$ cat config.mk
export PLATFORM = sky130hd
export DESIGN_NAME = hazard_scoreboard
export DESIGN_NICKNAME = d
export VERILOG_FILES = /design/src/rtl/hazard_scoreboard.sv
export SDC_FILE = /design/constraint.sdc
export NUM_CORES = 1
export LEC_CHECK = 0
export BUFFER_PORTS_ARGS = -buffer_cell sky130_fd_sc_hd__clkbuf_2
export CAP_MARGIN = 10
export CORE_MARGIN = 1
export CORE_UTILIZATION = 32
export DETAILED_ROUTE_END_ITERATION = 12
export GPL_ROUTABILITY_DRIVEN = 0
export GPL_TIMING_DRIVEN = 0
export PLACE_DENSITY_LB_ADDON = 0.25
export RECOVER_POWER = 100
export SLEW_MARGIN = 10
export SYNTH_ARGS = -nofsm -noshare
export SYNTH_HDL_FRONTEND = slang
export SYNTH_SLANG_ARGS = --single-unit
$ cat constraint.sdc
create_clock -name clk -period 6.25 [get_ports clk]
set_input_delay 0.9375 -clock clk [delete_from_list [all_inputs] [get_ports clk]]
set_output_delay 0.9375 -clock clk [all_outputs]
set_load 0.03 [all_outputs]
$ cat src/rtl/hazard_scoreboard.sv
// RAW hazard scoreboard: tracks in-flight destination registers, raises stalls
// and selects forwarding sources for the two ID-stage operands.
module hazard_scoreboard #(
    parameter int REG_FILE_ADDR_LEN  = 5,
    parameter int DEPTH              = 2,
    parameter int ZERO_REG_HARDWIRED = 1,
    parameter int CNT_LEN            = 16
) (
    input  logic                         clk,
    input  logic                         rst,
    input  logic                         id_valid,
    input  logic [REG_FILE_ADDR_LEN-1:0] src1_ID,
    input  logic [REG_FILE_ADDR_LEN-1:0] src2_ID,
    input  logic                         src2_used,
    input  logic [REG_FILE_ADDR_LEN-1:0] dest_ID,
    input  logic                         WB_EN_ID,
    input  logic                         MEM_R_EN_ID,
    input  logic                         forward_EN,
    input  logic                         flush,
    input  logic                         clr_cnt,
    output logic                         hazard_detected,
    output logic [$clog2(DEPTH+1)-1:0]   val1_sel,
    output logic [$clog2(DEPTH+1)-1:0]   val2_sel,
    output logic [CNT_LEN-1:0]           stall_cnt
);

    localparam int SEL_W = $clog2(DEPTH+1);

    logic [REG_FILE_ADDR_LEN-1:0] dest_r [DEPTH:1];
    logic [DEPTH:1]               wb_en_r;
    logic [DEPTH:1]               mem_r_en_r;
    logic [CNT_LEN-1:0]           stall_cnt_r;

    logic [DEPTH:1]               match1_s;
    logic [DEPTH:1]               match2_s;
    logic                         hazard_s;
    logic [SEL_W-1:0]             val1_sel_s;
    logic [SEL_W-1:0]             val2_sel_s;

    // A source that is register 0 never participates when it is hardwired.
    function automatic logic src_live(input logic [REG_FILE_ADDR_LEN-1:0] src);
        return (ZERO_REG_HARDWIRED == 0) || (src != '0);
    endfunction

    // Per-entry operand match against the in-flight destinations.
    always_comb begin
        match1_s = '0;
        match2_s = '0;
        for (int k = 1; k <= DEPTH; k++) begin
            match1_s[k] = id_valid && wb_en_r[k] && (src1_ID == dest_r[k])
                          && src_live(src1_ID);
            match2_s[k] = id_valid && wb_en_r[k] && src2_used
                          && (src2_ID == dest_r[k]) && src_live(src2_ID);
        end
    end

    // Stall decision and youngest-producer forwarding select.
    always_comb begin
        hazard_s   = 1'b0;
        val1_sel_s = '0;
        val2_sel_s = '0;
        if (forward_EN) begin
            hazard_s = (match1_s[1] || match2_s[1]) && mem_r_en_r[1];
        end else begin
            hazard_s = |{match1_s, match2_s};
        end
        if (forward_EN && !hazard_s) begin
            // Walk oldest to youngest so the youngest match overwrites.
            for (int k = DEPTH; k >= 1; k--) begin
                if (match1_s[k]) begin
                    val1_sel_s = SEL_W'(k);
                end else begin
                    val1_sel_s = val1_sel_s;
                end
                if (match2_s[k]) begin
                    val2_sel_s = SEL_W'(k);
                end else begin
                    val2_sel_s = val2_sel_s;
                end
            end
        end else begin
            val1_sel_s = '0;
            val2_sel_s = '0;
        end
    end

    // In-flight entry pipeline; stalled or flushed ID instructions enter as bubbles.
    always_ff @(posedge clk or negedge rst) begin
        if (!rst) begin
            for (int k = 1; k <= DEPTH; k++) begin
                dest_r[k] <= '0;
            end
            wb_en_r    <= '0;
            mem_r_en_r <= '0;
        end else begin
            if (id_valid && !hazard_s && !flush) begin
                dest_r[1]     <= dest_ID;
                wb_en_r[1]    <= WB_EN_ID;
                mem_r_en_r[1] <= MEM_R_EN_ID;
            end else begin
                dest_r[1]     <= '0;
                wb_en_r[1]    <= 1'b0;
                mem_r_en_r[1] <= 1'b0;
            end
            for (int k = 2; k <= DEPTH; k++) begin
                dest_r[k]     <= dest_r[k-1];
                wb_en_r[k]    <= wb_en_r[k-1];
                mem_r_en_r[k] <= mem_r_en_r[k-1];
            end
        end
    end

    // Saturating stall counter; clear takes priority over counting.
    always_ff @(posedge clk or negedge rst) begin
        if (!rst) begin
            stall_cnt_r <= '0;
        end else if (clr_cnt) begin
            stall_cnt_r <= '0;
        end else if (hazard_s && (stall_cnt_r != {CNT_LEN{1'b1}})) begin
            stall_cnt_r <= stall_cnt_r + CNT_LEN'(1);
        end else begin
            stall_cnt_r <= stall_cnt_r;
        end
    end

    assign hazard_detected = hazard_s;
    assign val1_sel        = val1_sel_s;
    assign val2_sel        = val2_sel_s;
    assign stall_cnt       = stall_cnt_r;

endmodule

# Word level (Yosys, flattened, before mapping)
# Cells that the tools add are included.
word_totals:
  register_bits: 29
  latchBits: 0
  ram_bits: 0
  rom_bits: 0
  input_bits: 24
  wordCells: 47
  memories: 0
classes:
  add_sub_neg: 1
  n_mul: 0
  div: 0
  magnitude_cmp: 0
  n_eq_ne: 5
  n_shift: 0
  n_mux: 12
  n_bitwise: 0
  reduce_logical: 24
op_table:
  columns: ["op", "count"]
  rows:
  - ["2-to-1 mux 16 bit", 2]
  - ["equality test 5 bit", 4]
  - ["logical AND 1 bit", 17]
  - ["adder 16 x 1 -> 16 bit, second input constant", 1]
  - ["!= test 16 bit, second input constant", 1]
  - ["2-to-1 mux 2 bit", 6]
  - ["nonzero test 5 bit", 2]
  - ["2-to-1 mux 5 bit", 1]
  - ["OR reduction 4 bit", 1]
  - ["2-to-1 mux 1 bit", 3]
  - ["logical NOT 1 bit", 2]
  - ["nonzero test 2 bit", 1]
  - ["logical OR 1 bit", 1]

# Longest topological paths before layout
# Gate-level depths: netlist of run 1.
logic_depth:
  depth_word: 11
  mapped_depth: 9
  depth_no_buf: 8

# Least setup slack after synthesis of run 1
# No wires, ideal clock.
synth_timing:
  kind: "input-to-output"
  startpoint: "input port src1_ID[2]"
  endpoint: "output port val1_sel[1]"
  t_arrival_ns: 2.611
  setup_slack_ns: 2.702
  stages: 4
  cell_sequence: "or4_1 nor2_1 nor4_4 a211oi_1"
synth_between:
  elab_chain_len: 9
  elab_cells_between_ends: 16
synth_rtl:
  columns: ["item", "line", "source"]
  rows:
  - ["from (decl)", "12", "input logic [REG_FILE_ADDR_LEN-1:0] src1_ID,"]
  - ["equality test 5 bit", "50", "match1_s[k] = id_valid && wb_en_r[k] && (src1_ID == dest_r[k])"]
  - ["logical AND 1 bit", "50", null]
  - ["logical AND 1 bit", "51", "&& src_live(src1_ID);"]
  - ["logical OR 1 bit", "63", "hazard_s = (match1_s[1] || match2_s[1]) && mem_r_en_r[1];"]
  - ["logical AND 1 bit", "63", null]
  - ["2-to-1 mux 1 bit", "62", "if (forward_EN) begin"]
  - ["logical NOT 1 bit", "67", "if (forward_EN && !hazard_s) begin"]
  - ["logical AND 1 bit", "67", null]
  - ["2-to-1 mux 2 bit *", "67", null]
  - ["to (decl)", "22", "output logic [$clog2(DEPTH+1)-1:0] val1_sel,"]
# Every way passes the cells marked *; elsewhere a longest branch is shown, timed or not.

# Worst setup path after layout of run 1
layout_timing:
  startpoint: "input port src2_ID[0]"
  endpoint: "output port hazard_detected"
layout_between:
  elab_chain_len: 6
  elab_cells_between_ends: 11
layout_rtl:
  columns: ["item", "line", "source"]
  rows:
  - ["from (decl)", "13", "input logic [REG_FILE_ADDR_LEN-1:0] src2_ID,"]
  - ["equality test 5 bit", "53", "&& (src2_ID == dest_r[k]) && src_live(src2_ID);"]
  - ["logical AND 1 bit (2 in series)", "53", null]
  - ["logical OR 1 bit", "63", null]
  - ["logical AND 1 bit", "63", null]
  - ["2-to-1 mux 1 bit *", "62", null]
  - ["to (decl)", "21", "output logic hazard_detected,"]
# Marked as above.

==> impl_metrics.py, run 1 <==
metrics = {
    "timing": {
        "slew_headroom_pct": -7.58,
        "period_share_pct": 65.2,
        "maxSlewViolCount": 30,
        "skew_ps": 6.49,
        "hold_slack_ps": 380,
        "finalSetupViolCount": 0,
        "tns_ps": 0,
        "rsz0062_at_grt": "no",
        "hold_violations": 0,
        "min_period_ps": 4070,
        "max_freq_mhz": 245,
        "worst_pin_slew_ps": 1610,
    },
    "cts": {
        "cts.path.max_buffers": 2,
        "clk_pin_slew_ps": 60,
        "hold_buffers": 0,
        "cts_root_buffer": "clkbuf_8",
        "clkSinkCount": 29,
        "ctsHtreeMaxLevel": 2,
        "cts_resized": 0,
        "numCtsBuffers": 5,
        "clock_latency_ps": 280,
        "post-cts-setup-buffers": 0,
        "cts_tree": "yes",
    },
    "final_layout": {
        "final_area_sq_um": 2040,
        "nets": 239,
        "utilization_pct": 41.8,
        "drive_above_1_share_pct": 18.6,
        "fill_cells": 506,
        "fin_cells": 282,
        "diodes": 0,
        "area_delta_synth_final_pct": 22.4,
    },
    "outcome": {
        "outcome": "finished with violations",
        "violations": "max-capacitance violations, max-slew violations",
    },
    "synth": {
        "synth.distinct_cells": 40,
        "netlist_top_cells_count": "29 x dfrtp_1, 16 x nand2_1, 16 x xnor2_1",
        "synth_top_cell_area_share_pct": 43.6,
        "async_reset_ff_share_pct": 100,
        "synthTopCellsByArea": "dfrtp_1 44%, xnor2_1 8.4%, nor4_4 3.8%",
        "syn_area_sq_um": 1670,
        "syn_area_per_cell_sq_um": 10.2,
        "synth-edff-count": 0,
        "netlist_instances": 164,
        "synth-main-ff-cell": "dfrtp_1",
        "synth.most_common_cell": "dfrtp_1",
        "yosysTopAreaCell": "dfrtp_1",
        "ys_ff_latch": 29,
        "ys_warn_count": 0,
        "synth_seq_area_share_pct": 43.6,
        "syn_nets": 189,
    },
    "worst_setup_path": {
        "critPathSlowestCell": "or4_1",
        "r2r.worst_path.cells": 9,
        "worst-path-buf-inv": 3,
        "crit_family": "simple AND/OR/NAND/NOR gates",
        "worstSetupPathDepth": 8,
        "critical_path_required_ps": 5310,
        "path_cells": "clkbuf_1 -> or4_1 -> o21ai_0 -> nor4_1 -> nor4_1 -> a21o_1 -> inv_1 -> clkbuf_1",
        "crit_fanout": 10,
        "crit_path_start": "src2_ID[0]",
        "max_stage_delay_ps": 510,
        "path_class": "primary input to output pin",
        "end_kind": "output pin",
        "worstPathArrival_ps": 3140,
        "rr_startpoint": "dest_r[2]$_DFF_PN0_",
        "crit_path_start_kind": "primary input",
    },
    "global_routing": {
        "grt_use_total_pct": 15.1,
        "grt_antenna_before_repair": 0,
        "overflow": 0,
        "grt_max_degree": 30,
        "grt_pass1_vias": 1302,
        "grt_pass1_wl_microns": 6200,
    },
    "route": {
        "dr.pass1.iters": 4,
        "drtIter0Drc": 82,
        "post-route-drc-count": 0,
        "wl_per_cell_microns": 13.8,
        "wl_microns": 3890,
        "via_per_inst": 5.14,
        "ant_nets": 0,
        "num_vias": 1449,
    },
    "job": {
        "drv_cap": 1,
    },
    "min_path": {
        "min_path_type": "flip-flop to flip-flop",
        "holdPathStages": 0,
        "worstHoldStart": "wb_en_r[1]$_DFF_PN0_",
    },
    "floorplanning": {
        "core_area_sq_um": 4880,
        "rows": 25,
        "dieArea_sq_um": 5500,
        "start_util_pct": 34.1,
        "die_h_microns": 74.1,
        "die_w_microns": 74.1,
        "io_pins": 45,
    },
    "placement": {
        "hpwlAfterDp_microns": 2930,
        "portBuffers": 43,
        "dpl_cell_area_sq_um": 1960,
        "place_inst": 274,
    },
    "pwr": {
        "irDropWorstVdd_uv": 88.4,
        "cellLeakagePower_nw": 0.806,
        "p_per_area_nw_per_um2": 211,
    },
}
==> worst register-to-register path: cells and delay by family (launching register included) <==
family,cells,cell delay [ps]
compound gates,4,960
simple gates,2,570
buf+inv,2,540
flops,1,430
xor+xnor,1,200
==> routing by layer <==
layer,GRT usage [%],wire [microns],vias to the layer above
li1,-,-,709
met1,20.6,1940,692
met2,22.1,1710,42
met3,4.07,174,6
met4,7.05,63,0
met5,0,0,-
==> per-stage QoR <==
stage	setup WS, ps	power [mW]
after floorplan	2700	0.214
after global placement	2400	0.232
after detailed placement	2400	0.233
after CTS	2400	0.436
after global routing	1960	0.447
final	2180	0.431
==> area by class of cell <==
class	instances	area [sq um]	share of cell area, %
Clock inverter	2	37.5	1.84
Timing Repair Buffer	43	186	9.15
Inverter	7	26.3	1.29
Sequential cell	29	726	35.6
Multi-Input combinational cell	123	877	43.0
Tap cell	67	83.8	4.11
Buffer	5	18.8	0.921
Clock buffer	6	82.6	4.05
==> sequential cells by signal (all words and copies together) (netlist names) <==
register / cells
stall_cnt: 16
dest_r: 10
wb_en_r: 2
mem_r_en_r: 1
==> cell families (layout without fill, tap and decap cells) <==
group | Yosys count | in the layout | synth area share (%)
fa+ha+maj | 1 | 1 | 0.751
compound gates | 29 | 29 | 11.6
simple gates | 70 | 70 | 28.2
buf+inv | 12 | 63 | 3.38
mux | 3 | 3 | 1.95
flops | 29 | 29 | 43.6
xor+xnor | 20 | 20 | 10.5
==> layout by cell type (no fill, tap or decap), types with 2 or more instances in the layout <==
cell      count
xnor2_1      16
nor4_1        5
or4_1         8
o21ai_0       4
clkbuf_1     27
clkbuf_2     20
nor3_1        4
xor2_1        4
dfrtp_1      29
mux2_2        2
nor4_4        3
and4b_1       3
nor2b_1       2
nand4_1       4
clkbuf_8      6
nor2_1        7
nor3b_1       2
nand2_1      16
and4b_2       5
a211oi_1      2
or3_1         3
inv_1         7
a21oi_1       9
nand3_1       5
o31ai_1       6
==> report_power, final <==
part	switching, mW	internal [mW]
clock network	0.0726	0.129
registers	0.00338	0.191
logic	0.0195	0.0147
total	0.0954	0.335
==> worst paths after layout <==
path,end,slack (ps)
hold reg to reg,wb_en_r[2]$_DFF_PN0_,380
setup / recovery,hazard_detected,2180
min in group asynchronous,stall_cnt[7]$_DFFE_PN0P_,1060
max in group asynchronous,stall_cnt[11]$_DFFE_PN0P_,4250
hold / removal,wb_en_r[2]$_DFF_PN0_,380
setup reg to reg,stall_cnt[13]$_DFFE_PN0P_,3430
Power figures use the tool's default switching activity.
==> inputs of run 2 (changes only) <==
clock period = 3.4 ns   (was 6.25 ns; I/O delays follow)
==> impl_metrics.py, run 2 (synthesized netlist as in run 1, its figures left out) <==
metrics = {
    "timing": {
        "period_share_pct": 88.9,
        "finalSetupViolCount": 0,
        "rsz0062_at_grt": "no",
        "worst_pin_slew_ps": 1590,
        "hold_violations": 0,
        "tns_ps": 0,
        "min_period_ps": 3020,
        "slew_headroom_pct": -6.02,
        "max_freq_mhz": 331,
        "maxSlewViolCount": 30,
        "timing.final.ws_setup_ps": 378,
        "skew_ps": 6.37,
    },
    "final_layout": {
        "area_delta_synth_final_pct": 21.6,
        "largest_register_ffs": 16,
        "final_cell_mix": "29 x dfrtp_1, 24 x clkbuf_1, 22 x clkbuf_2",
        "diodes": 0,
        "final_area_sq_um": 2020,
        "mostFrequentLayoutCell": "dfrtp_1",
        "nets": 239,
        "drive_above_1_share_pct": 19.5,
        "fin_cells": 282,
    },
    "route": {
        "post-route-drc-count": 0,
        "dr.pass1.iters": 4,
        "drtIter0Drc": 79,
        "wl_microns": 3880,
        "met1_length_microns": 1930,
        "via_per_inst": 5.15,
        "routed.top_layer": "met4",
        "dr_wl_met2_microns": 1700,
        "num_vias": 1453,
        "wl_per_cell_microns": 13.7,
        "ant_nets": 0,
        "wl_met3_microns": 188,
    },
    "floorplanning": {
        "rows": 25,
        "dieArea_sq_um": 5500,
        "die_w_microns": 74.1,
        "start_util_pct": 34.1,
        "die_h_microns": 74.1,
        "core_area_sq_um": 4880,
        "io_pins": 45,
    },
    "worst_setup_path": {
        "crit_fanout": 10,
        "worstPathArrival_ps": 2510,
        "path_class": "flip-flop to output pin",
        "r2r_slack_ps": 410,
        "max_stage_delay_ps": 670,
        "end_kind": "output pin",
        "crit_path_start_kind": "flip-flop",
        "critical_path_required_ps": 2890,
        "path_cells": "xnor2_1 -> nand4_1 -> nor4_1 -> o21ai_1 -> a21o_1 -> inv_1 -> clkbuf_2",
        "critPathSlowestCell": "nor4_1",
    },
    "pwr": {
        "p_sw_mw": 0.174,
        "pwr-share-seq_pct": 45.2,
        "p_sw_share_pct": 22.0,
        "internal-power_mw": 0.616,
        "combPwrFrac_pct": 7.7,
        "p_per_area_nw_per_um2": 390,
        "irDropWorstVdd_uv": 163,
        "power.share.clock_pct": 47.1,
        "cellLeakagePower_nw": 0.813,
    },
    "cts": {
        "cts_resized": 0,
        "clk_pin_slew_ps": 60,
        "cts.path.max_buffers": 2,
        "post-cts-setup-buffers": 0,
        "numCtsBuffers": 5,
        "clock_latency_ps": 280,
        "clkSinkCount": 29,
        "hold_buffers": 0,
        "ctsHtreeMaxLevel": 2,
        "cts_tree": "yes",
        "cts_root_buffer": "clkbuf_8",
    },
    "global_routing": {
        "grt_pass1_wl_microns": 6200,
        "grt_pass1_vias": 1302,
        "grt_max_degree": 30,
        "grt_use_total_pct": 15.1,
        "grt_antenna_before_repair": 0,
        "overflow": 0,
    },
    "placement": {
        "portBuffers": 43,
        "place_ws_ps": 407,
        "dpl_cell_area_sq_um": 1960,
        "place_inst": 274,
        "hpwlAfterDp_microns": 2930,
    },
    "min_path": {
        "min_path_type": "flip-flop to flip-flop",
    },
    "outcome": {
        "outcome": "finished with violations",
        "violations": "max-capacitance violations, max-slew violations",
    },
    "job": {
        "drv_cap": 1,
    },
}
==> run 2: through the flow <==
step	total power, mW	hold slack [ps]	utilization (%)
after floorplan	0.394	214	-
after global placement	0.427	363	40.3
after detailed placement	0.428	367	40.3
after CTS	0.801	312	42.7
after global routing	0.821	396	41.5
final	0.790	380	41.5
==> run 2: critical path: cells and delay by family, from the launching register on <==
| family | cells | cell delay (ps) |
|---|---|---|
| compound gates | 2 | 530 |
| xor+xnor | 1 | 190 |
| buf+inv | 2 | 280 |
| flops | 1 | 430 |
| simple gates | 2 | 800 |
==> run 2: cell type report <==
cell class	instances	area, sq um
flip-flops and latches	29	726
repair buffers	43	189
plain buffers	5	26.3
well taps	67	83.8
clock buffers	6	82.6
clock inverters	2	37.5
inverters	7	26.3
multi-input cells	123	853
fillers	509	2860
==> run 2: power groups by stage <==
stage	registers [mW]	logic [mW]	clock network, mW
floorplan	0.362	0.0323	0
CTS	0.357	0.0645	0.379
detailed placement	0.364	0.0643	0
global placement	0.363	0.0636	0
finish	0.357	0.0608	0.372
global route	0.358	0.0676	0.395
==> run 2: routing by layer <==
layer | vias to the layer above | GRT usage, %
met2 | 39 | 22.1
met5 | - | 0
met1 | 699 | 20.6
met3 | 6 | 4.07
li1 | 709 | -
met4 | 0 | 7.05
==> run 2: path summary, 6_finish.rpt <==
check | depth (start not counted) | from | endpoint
worst min register to register | 0 | wb_en_r[1]$_DFF_PN0_ | wb_en_r[2]$_DFF_PN0_
max in group asynchronous | 1 | rst | stall_cnt[1]$_DFFE_PN0P_
worst min-delay path | 0 | wb_en_r[1]$_DFF_PN0_ | wb_en_r[2]$_DFF_PN0_
worst max-delay path | 7 | dest_r[0]$_DFF_PN0_ | hazard_detected
min in group asynchronous | 1 | rst | dest_r[9]$_DFF_PN0_
worst max register to register | 9 | dest_r[0]$_DFF_PN0_ | stall_cnt[13]$_DFFE_PN0P_
